$ cat config.mk
export PLATFORM = sky130hd
export DESIGN_NAME = pipelined_csel_addsub
export DESIGN_NICKNAME = d
export VERILOG_FILES = /design/src/rtl/pipelined_csel_addsub.sv
export SDC_FILE = /design/constraint.sdc
export NUM_CORES = 1
export LEC_CHECK = 0
export CAP_MARGIN = 20
export CORE_MARGIN = 5
export CORE_UTILIZATION = 40
export CTS_CLUSTER_SIZE = 24
export DETAILED_ROUTE_END_ITERATION = 12
export HOLD_SLACK_MARGIN = 0.12
export PLACE_DENSITY = 0.61
export RECOVER_POWER = 50
export SLEW_MARGIN = 40
export SYNTH_ARGS = -nofsm -noshare
export SYNTH_HDL_FRONTEND = slang
export SYNTH_SLANG_ARGS = --single-unit
$ cat constraint.sdc
create_clock -name clk -period 5.34 [get_ports clk]
set_input_delay 1.602 -clock clk [delete_from_list [all_inputs] [get_ports clk]]
set_output_delay 1.602 -clock clk [all_outputs]
set_load 0.05 [all_outputs]
$ cat src/rtl/pipelined_csel_addsub.sv
// Pipelined carry-select adder/subtractor: one BLOCK-bit slice resolved per stage,
// with a global stall enable driven by the output handshake.
module pipelined_csel_addsub #(
    parameter int WIDTH = 16,
    parameter int BLOCK = 4
) (
    input  logic             clk,
    input  logic             rst_n,
    input  logic             in_valid,
    output logic             in_ready,
    input  logic [WIDTH-1:0] a,
    input  logic [WIDTH-1:0] b,
    input  logic             cin,
    input  logic             sub,
    output logic             out_valid,
    input  logic             out_ready,
    output logic [WIDTH-1:0] sum,
    output logic             cout,
    output logic             ovf,
    output logic             zero
);
    localparam int NBLK = WIDTH / BLOCK;

    generate
        if (BLOCK < 1 || (WIDTH % BLOCK) != 0 || WIDTH < 2 * BLOCK) begin : g_param_check
            $error("pipelined_csel_addsub: WIDTH=%0d must be a multiple of BLOCK=%0d and at least 2*BLOCK",
                   WIDTH, BLOCK);
        end
    endgenerate

    // Stage k holds operands still to be resolved plus sum bits [k*BLOCK+BLOCK-1:0].
    logic [NBLK-1:0][WIDTH-1:0] a_q, a_d;
    logic [NBLK-1:0][WIDTH-1:0] b_q, b_d;
    logic [NBLK-1:0][WIDTH-1:0] s_q, s_d;
    logic [NBLK-1:0]            c_q, c_d;
    logic [NBLK-1:0]            v_q, v_d;
    logic                       ovf_q, ovf_d;
    logic                       zero_q, zero_d;

    logic [NBLK-1:1][BLOCK:0]   cand0;
    logic [NBLK-1:1][BLOCK:0]   cand1;
    logic [WIDTH-1:0]           b_eff;
    logic [BLOCK:0]             blk0;
    logic                       c0;
    logic                       en;

    // Both carry-in candidates for every block past the first.
    genvar gi;
    generate
        for (gi = 1; gi < NBLK; gi++) begin : g_cand
            assign cand0[gi] = {1'b0, a_q[gi-1][gi*BLOCK +: BLOCK]}
                             + {1'b0, b_q[gi-1][gi*BLOCK +: BLOCK]};
            assign cand1[gi] = {1'b0, a_q[gi-1][gi*BLOCK +: BLOCK]}
                             + {1'b0, b_q[gi-1][gi*BLOCK +: BLOCK]}
                             + {{BLOCK{1'b0}}, 1'b1};
        end
    endgenerate

    always_comb begin
        en     = ~(v_q[NBLK-1] & ~out_ready);
        b_eff  = sub ? ~b : b;
        c0     = sub | cin;
        blk0   = {1'b0, a[BLOCK-1:0]} + {1'b0, b_eff[BLOCK-1:0]} + {{BLOCK{1'b0}}, c0};

        a_d    = '0;
        b_d    = '0;
        s_d    = '0;
        c_d    = '0;
        v_d    = '0;

        a_d[0]            = a;
        b_d[0]            = b_eff;
        s_d[0][BLOCK-1:0] = blk0[BLOCK-1:0];
        c_d[0]            = blk0[BLOCK];
        v_d[0]            = in_valid;

        for (int k = 1; k < NBLK; k++) begin
            a_d[k] = a_q[k-1];
            b_d[k] = b_q[k-1];
            s_d[k] = s_q[k-1];
            v_d[k] = v_q[k-1];
            s_d[k][k*BLOCK +: BLOCK] = c_q[k-1] ? cand1[k][BLOCK-1:0] : cand0[k][BLOCK-1:0];
            c_d[k]                   = c_q[k-1] ? cand1[k][BLOCK]     : cand0[k][BLOCK];
        end

        // Sign bits of A and the conditioned B ride along in the operand registers.
        ovf_d  = (a_q[NBLK-2][WIDTH-1] == b_q[NBLK-2][WIDTH-1])
               & (s_d[NBLK-1][WIDTH-1] != a_q[NBLK-2][WIDTH-1]);
        zero_d = ~|s_d[NBLK-1];
    end

    always_ff @(posedge clk or negedge rst_n) begin
        if (!rst_n) begin
            a_q    <= '0;
            b_q    <= '0;
            s_q    <= '0;
            c_q    <= '0;
            v_q    <= '0;
            ovf_q  <= 1'b0;
            zero_q <= 1'b0;
        end else if (en) begin
            a_q    <= a_d;
            b_q    <= b_d;
            s_q    <= s_d;
            c_q    <= c_d;
            v_q    <= v_d;
            ovf_q  <= ovf_d;
            zero_q <= zero_d;
        end
    end

    assign in_ready  = en;
    assign out_valid = v_q[NBLK-1];
    assign sum       = s_q[NBLK-1];
    assign cout      = c_q[NBLK-1];
    assign ovf       = ovf_q;
    assign zero      = zero_q;

    // Operand bits already consumed and sum bits not yet resolved are never read;
    // folding them here keeps lint quiet and synthesis prunes the flops.
    logic unused_skew;
    assign unused_skew = ^{a_q, b_q, s_q};

endmodule
Word-level counts from Yosys, hierarchy flattened
Index checks and enable logic that the tools add are counted.
- add/subtract/negate cells: 8
- $mul: 0
- divide/modulo/power cells: 0
- magnitude comparators: 0
- equal/unequal tests: 2
- shift operators: 0
- multiplexer cells: 7
- bitwise operators: 6
- reductions and logical operators: 2
- operators with widths (kind ; number):
    adder 4 x 4 -> 5 bit ; 4
    2-to-1 mux 16 bit ; 1
    NOT 16 bit ; 1
    OR reduction 16 bit ; 1
    adder 5 x 1 -> 5 bit (second input constant) ; 3
    2-to-1 mux 4 bit ; 3
    adder 5 x 1 -> 5 bit ; 1
    2-to-1 mux 1 bit ; 3
    bitwise AND 1 bit ; 2
    NOT 1 bit ; 2
    equality test 1 bit ; 1
    zero test 1 bit ; 1
    inequality test 1 bit ; 1
    OR 1 bit ; 1
- bits in registers: 146
- latch bits: 0
- memory bits (writable): 0
- ROM bits: 0
- bits of input ports: 38
- output and inout bits: 21
- word-level logic and storage cells: 39
- memories kept: 0

Depth between registers and ports, before layout
Gate-level depths: netlist (run 1).
- word-level depth: 5
- mapped depth: 9
- mapped depth without buffers: 7

Worst setup path after synthesis (run 1)
Ideal clock, no wire load.
- kind: input -> output
- from: in out_ready
- to: out in_ready
- arrival: 2536 ps
- data required time: 3738 ps
- path slack: 1202 ps
- cell stages on the path: 4
- buffers on the path: 2
- cell sequence: nor2b_1 buf_2 inv_2 clkbuf_1
- cells in the longest elaborated chain, start to end: 3
- ends and longest elaborated chain (element ; RTL line ; source):
    from (decl) ; 16 ; input logic out_ready,
    NOT 1 bit ; 60 ; en = ~(v_q[NBLK-1] & ~out_ready);
    bitwise AND 1 bit ; 60 ;
    NOT 1 bit ; 60 ;
    to (decl) ; 10 ; output logic in_ready,
Every way passes these cells.

Worst setup path after layout (run 1)
Ends and elaborated chain as after synthesis.

==> results of run 1 <==
-- synthesized netlist by cell type, types with 2 or more instances --
| master | instances | area share, % |
|---|---|---|
| a21o_1 | 7 | 1.2 |
| a21oi_1 | 16 | 1.8 |
| buf_1 | 5 | 0.41 |
| buf_2 | 7 | 0.77 |
| clkbuf_1 | 14 | 1.2 |
| dfrtp_1 | 98 | 54 |
| fa_1 | 5 | 2.2 |
| ha_1 | 18 | 5.0 |
| inv_1 | 5 | 0.41 |
| mux2i_1 | 3 | 0.66 |
| nand2_1 | 217 | 18 |
| nand3_1 | 5 | 0.55 |
| nand4_1 | 4 | 0.55 |
| nor2_1 | 15 | 1.2 |
| nor2b_1 | 2 | 0.28 |
| nor3_1 | 3 | 0.33 |
| nor4_1 | 3 | 0.41 |
| nor4b_1 | 2 | 0.39 |
| o21ai_0 | 24 | 2.6 |
| o31ai_1 | 2 | 0.33 |
| xnor2_1 | 21 | 4.0 |
| xor2_1 | 11 | 2.1 |
-- layer usage --
metal,global-route usage (%),vias to the layer above,wire length [um]
li1,-,1664,-
met1,18.41,1548,4132
met2,21.59,54,3991
met3,3.316,13,337
met4,5.657,0,144
met5,0,-,0
-- worst max path at each step --
stage,start,endpoint,slack [ns],cells after the start
2_1_floorplan,out_ready,in_ready,1.20,4
3_3_place_gp,out_ready,in_ready,1.31,4
3_5_place_dp,out_ready,in_ready,1.31,4
4_1_cts,out_ready,in_ready,1.30,4
5_1_grt,out_ready,in_ready,0.97,4
6_report,out_ready,in_ready,1.06,4
-- cell type report --
type | count | area [um2] | area share (%)
clock buffer | 12 | 246.5 | 4.448
clock inverter | 4 | 75.07 | 1.355
inverter | 6 | 22.52 | 0.4064
multi-input combinational | 365 | 1966 | 35.47
sequential | 98 | 2452 | 44.25
tap | 143 | 178.9 | 3.229
timing repair buffer | 62 | 600.6 | 10.84
-- state kept, by name (all words and copies together), names as in the netlist --
name  count
zero      1
sum      16
a_d      24
b_d      24
v_q       4
s_d      24
ovf       1
c_q       4
-- report_power, final --
group	total (mW)	internal [mW]	switching [mW]
clock network	0.686	0.423	0.263
registers	1.29	1.07	0.212
logic	1.56	0.625	0.938
total	3.53	2.12	1.41
-- logic make-up (layout without fill, tap and decap cells) --
| logic type | Yosys count | count (layout) | synth area share, % |
|---|---|---|---|
| xor gates and xnor gates | 33 | 33 | 6.522 |
| adders and majority gates | 23 | 23 | 7.155 |
| DFF | 98 | 98 | 53.94 |
| buffers and inverters | 32 | 84 | 2.834 |
| AOI/OAI and AO/OA | 49 | 49 | 5.889 |
| and+or+nand+nor | 255 | 255 | 22.43 |
| muxes | 5 | 5 | 1.238 |
-- worst register-to-register path: cells and delay by family, from the launching register on --
| kind | cells | cell delay [ns] |
|---|---|---|
| buffers and inverters | 2 | 1.31 |
| AND/OR/NAND/NOR | 2 | 0.43 |
| flip-flops | 1 | 0.37 |
| AO/OA/AOI/OAI | 1 | 0.31 |
==> metrics.txt, run 1 <==
flops & latches, synth 98; EDFF count, synth 0; CTS Sinks 98; Mapped Nets 556; hpwl dp 5859 um; Post-DP Area 5240 um2; Post-Syn Area per Cell 9.186 um2; Rows 39; Cells after DPL between 600 and 700; Critical Path End Type primary output; core area 11270 um2; dpl ws 1.311 ns; max-slew violations 171; Post-synth top flop dfrtp_1; hold_ws about 0.46 ns; Min-Delay Startpoint v_q[2]; antenna cells 0; Synth Warn # 0; share of flip-flops with an asynchronous set or reset 100.0%; commonest non-fill, non-tap cell in the layout nand2_1; fin crit period 4.278 ns; Worst-Margin Slew 1.975 ns; DRT Pass-1 Iters 4; Total GRT Usage 13.77%; leakage power 2.669 nW; largest net degree at the start of global routing 110; Total Power 3.534 mW; DRC viols 0; Core Util, Final 49.16%; Arrival @ worst endpoint 2.68 ns; Placer Congestion slightly above 0.8; via count 3279; r2r worst-path depth 5; number of I/O pins 59; share of post-route cells with drive strength above 1 4.388%; unrepaired setup endpoints after global routing false; Wirelength per Cell 12.47 um; Hold Crit Depth 2; post-CTS sizing 0; fin cells 690; die width between 100 and 150 um; crit path kind input pin to primary output; Rel. slew slack -31.64%; Top Family by Delay on Critical Path buffers and inverters; max incr delay on CP 0.53 ns; required time of the critical path 3.74 ns; # fillers approximately 1100; failing checks capacitance limit, slew limit; most frequent cells in the layout nand2_1, dfrtp_1, clkdlybuf4s50_1, o21ai_0, xnor2_1; die height 116.6 um; routed vias/inst 4.752; TritonCTS Buffers 9; # setup viols final 0; Hold Crit Class flip-flop to flip-flop; Max FO, Critical Path 2; fmax 233.7 MHz; Area Overhead vs Synth 21.88%; number of global-route vias before repair 3299; synthesized area 4547 um2; H-Tree Depth 3; FF-to-FF Start v_q[3]; initial core utilization 40.34%; initial antenna violation count 0; capturing point of the worst reg2reg path zero; cell count after synthesis about 500; post-route antenna net violation count 0; Post-Route Setup TNS 0 ns; root buffer cell clkbuf_16; Setup Buffers After CTS 0; pwr dens 637.7 nW/um2; Total Routed Length 8606 um; CP Launch Type input pin; Setup Skew ~0.0054 ns; Unique masters post-synth 30; Clock Path Buffers 2; nets@finish between 600 and 700; Clock Pin Slew Worst Setup and Hold Paths 0.06 ns; worst vdd ir 0.4484 mV; outcome complete, but fails checks; worst path bufs/invs 3; Die Area approximately 14000 um2; CP cell instances dlygate4sd3_1 > nor2b_1 > clkinv_1 > buf_4; final instance area 5542 um2; sequential area share after synthesis between 50 and 60%; hold path endpoint v_q[2]; Max Cap Violations 2; PortBufs 58; setup ws final 1.062 ns; worst skew pair latency 0.34 ns; Post-CTS Hold Fix Bufs 0; period utilization about 80%; R2R setup slack 2.83 ns; CTS tree yes; grt ovf 0; Hold Vio Cnt, Final 0; CP max-delay cell dlygate4sd3_1; DRT iter0 DRCs about 170; global-route wire length before repair approximately 15000 um
(Power assumes the default switching activity.)
==> inputs of run 2 (changes only) <==
- clock period: 5.34 -> 4.3 ns (I/O delays scaled with it)
==> run 2 against run 1 <==
Net effect:
- the flow still finishes with violations (capacitance limit, slew limit)
- non-clock buffer count is 1 higher
- critical path depth unchanged
- hold slack improved by 0.0065 ns
- via count is 0.61% higher
- count of clock-buffer cells in the layout fell by 3
- die area is the same
- clock power up 14%
- highest routed layer unchanged
==> metrics.txt, run 2 (synthesized netlist as in run 1, its figures left out) <==
number of I/O pins 59 (unchanged); Die Area 13600 um2 (unchanged); Post-DP Area 5244 um2 (was 5240 um2); CP Launch Type input pin (unchanged); # setup viols final 0 (unchanged); unrepaired setup endpoints after global routing false (unchanged); pwr dens 779.1 nW/um2 (was 637.7 nW/um2); initial antenna violation count 0 (unchanged); internal power 2.557 mW (was 2.121 mW); fmax 274.5 MHz; hold path endpoint v_q[3] (was v_q[2]); FF-to-FF Start v_q[3] (unchanged); Setup crit start out_ready (unchanged); number of global-route vias before repair 3438 (was 3299); R2R setup slack 1.77 ns (was 2.83 ns); sw frac 40.49% (was 39.97%); Area Overhead vs Synth 21.27% (was 21.88%); Rows 39 (unchanged); Comb power frac 44.6% (was 44.2%); post-route antenna net violation count 0 (unchanged); share of post-route cells with drive strength above 1 4.570% (was 4.388%); Arrival @ worst endpoint 2.35 ns (was 2.68 ns); Wirelength per Cell 12.14 um (was 12.47 um); Post-Route Setup TNS 0 ns (unchanged); most frequent cells in the layout nand2_1, dfrtp_1, clkdlybuf4s50_1, o21ai_0, xnor2_1 (unchanged); Clock Pin Slew Worst Setup and Hold Paths 0.06 ns (about the same); nets@finish 604 (was 603); Setup Buffers After CTS 0 (unchanged); root buffer cell clkbuf_16 (unchanged); via count 3299 (was 3279); antenna cells 0 (unchanged); DRC viols 0 (unchanged); CTS tree yes (unchanged); leakage power 2.665 nW (was 2.669 nW); Total Power 4.296 mW (was 3.534 mW); hpwl dp 5831 um (was 5859 um); Critical Path End Type primary output (unchanged); Total GRT Usage 14.03% (was 13.77%); CTS Sinks 98 (unchanged); initial core utilization 40.34% (unchanged); PortBufs 58 (unchanged); Hold Crit Depth 1 (was 2); Max Cap Violations 2 (unchanged); worst skew pair latency 0.34 ns (about the same); global-route wire length before repair 15230 um (was 15100 um); Sequential Power Share 37.1% (was 36.4%); Rel. slew slack -12.36% (was -31.64%); crit path kind input pin to primary output (unchanged); largest net degree at the start of global routing 110 (unchanged); fin crit period 3.642 ns; Cells after DPL 675 (was 674); Max FO, Critical Path 2 (unchanged); Worst-Margin Slew 1.685 ns (was 1.975 ns); Min-Delay Startpoint v_q[2] (unchanged); Setup Skew 0.005726 ns (was 0.005395 ns); Placer Congestion 0.7906 (was 0.8049); post-CTS sizing 0 (unchanged); Hold Crit Class flip-flop to flip-flop (unchanged); # fillers 1112 (was 1091); Hold Vio Cnt, Final 0 (unchanged); routed vias/inst 4.781 (was 4.752); final instance area 5514 um2 (was 5542 um2); commonest non-fill, non-tap cell in the layout nand2_1 (unchanged); clock share of power 18.2% (was 19.4%); period utilization between 80% and 90%; Post-CTS Hold Fix Bufs 0 (unchanged); TritonCTS Buffers 9 (unchanged); Total Routed Length 8379 um (was 8606 um); fin cells 690 (unchanged); core area 11270 um2 (unchanged); r2r worst-path depth 5 (unchanged); die height 116.6 um (unchanged); capturing point of the worst reg2reg path zero (unchanged); DRT Pass-1 Iters 5 (was 4); outcome complete, but fails checks (unchanged); grt ovf 0 (unchanged); Net Switching 1.739 mW (was 1.413 mW); setup ws final 0.6576 ns (was 1.062 ns); failing checks capacitance limit, slew limit (unchanged); dpl ws 0.8196 ns (was 1.311 ns); DRT iter0 DRCs 147 (was 166); max-slew violations 158 (was 171); Clock Path Buffers 2 (unchanged); die width 116.6 um (unchanged); worst vdd ir 0.3497 mV (was 0.4484 mV); required time of the critical path 3.01 ns (was 3.74 ns); H-Tree Depth 3 (unchanged)
[run 2: how the worst max path moves through the flow]
| stage | end | slack [ns] | cells after the start |
|---|---|---|---|
| floorplan | in_ready | 0.79 | 4 |
| global placement | s_d[18] | 0.87 | 6 |
| finish | in_ready | 0.66 | 4 |
| CTS | in_ready | 0.86 | 4 |
| detailed placement | s_d[18] | 0.82 | 6 |
| global route | zero | 0.49 | 6 |
[run 2: metrics by stage]
step / utilization [%] / hold WS [ns]
finish: 48.92 / 0.4638
detailed placement: 46.52 / 0.4524
CTS: 49.10 / 0.4671
global route: 48.92 / 0.4917
global placement: 46.49 / 0.4455
floorplan: - / 0.4300
[run 2: power by group through the flow]
stage | Sequential, mW | Clock [mW] | Combinational, mW
after global placement | 1.60 | 0 | 1.90
after detailed placement | 1.62 | 0 | 1.94
after floorplan | 1.84 | 0 | 1.19
final | 1.59 | 0.784 | 1.92
after CTS | 1.60 | 0.812 | 1.95
after global routing | 1.66 | 0.846 | 2.17
[run 2: metal layers]
layer	up-vias	part of all wire, %	GRT usage [%]
li1	1674	-	-
met1	1552	48	18.01
met2	59	46	22.77
met3	14	4.0	2.798
met4	0	2.2	6.881
met5	-	0	0
[run 2: worst max-delay path: stages]
cell and delay, ns:
dlygate4sd3_1 0.53, nor2b_1 0.21, inv_1 0.11, buf_4 0.20
[run 2: cell type report]
type / instances / area [um2] / area share [%]
clock buffer: 9 / 225.2 / 4.084
clock inverter: 6 / 65.06 / 1.180
inverter: 6 / 22.52 / 0.4084
multi-input combinational: 365 / 1966 / 35.65
sequential: 98 / 2452 / 44.47
tap: 143 / 178.9 / 3.245
timing repair buffer: 63 / 604.3 / 10.96
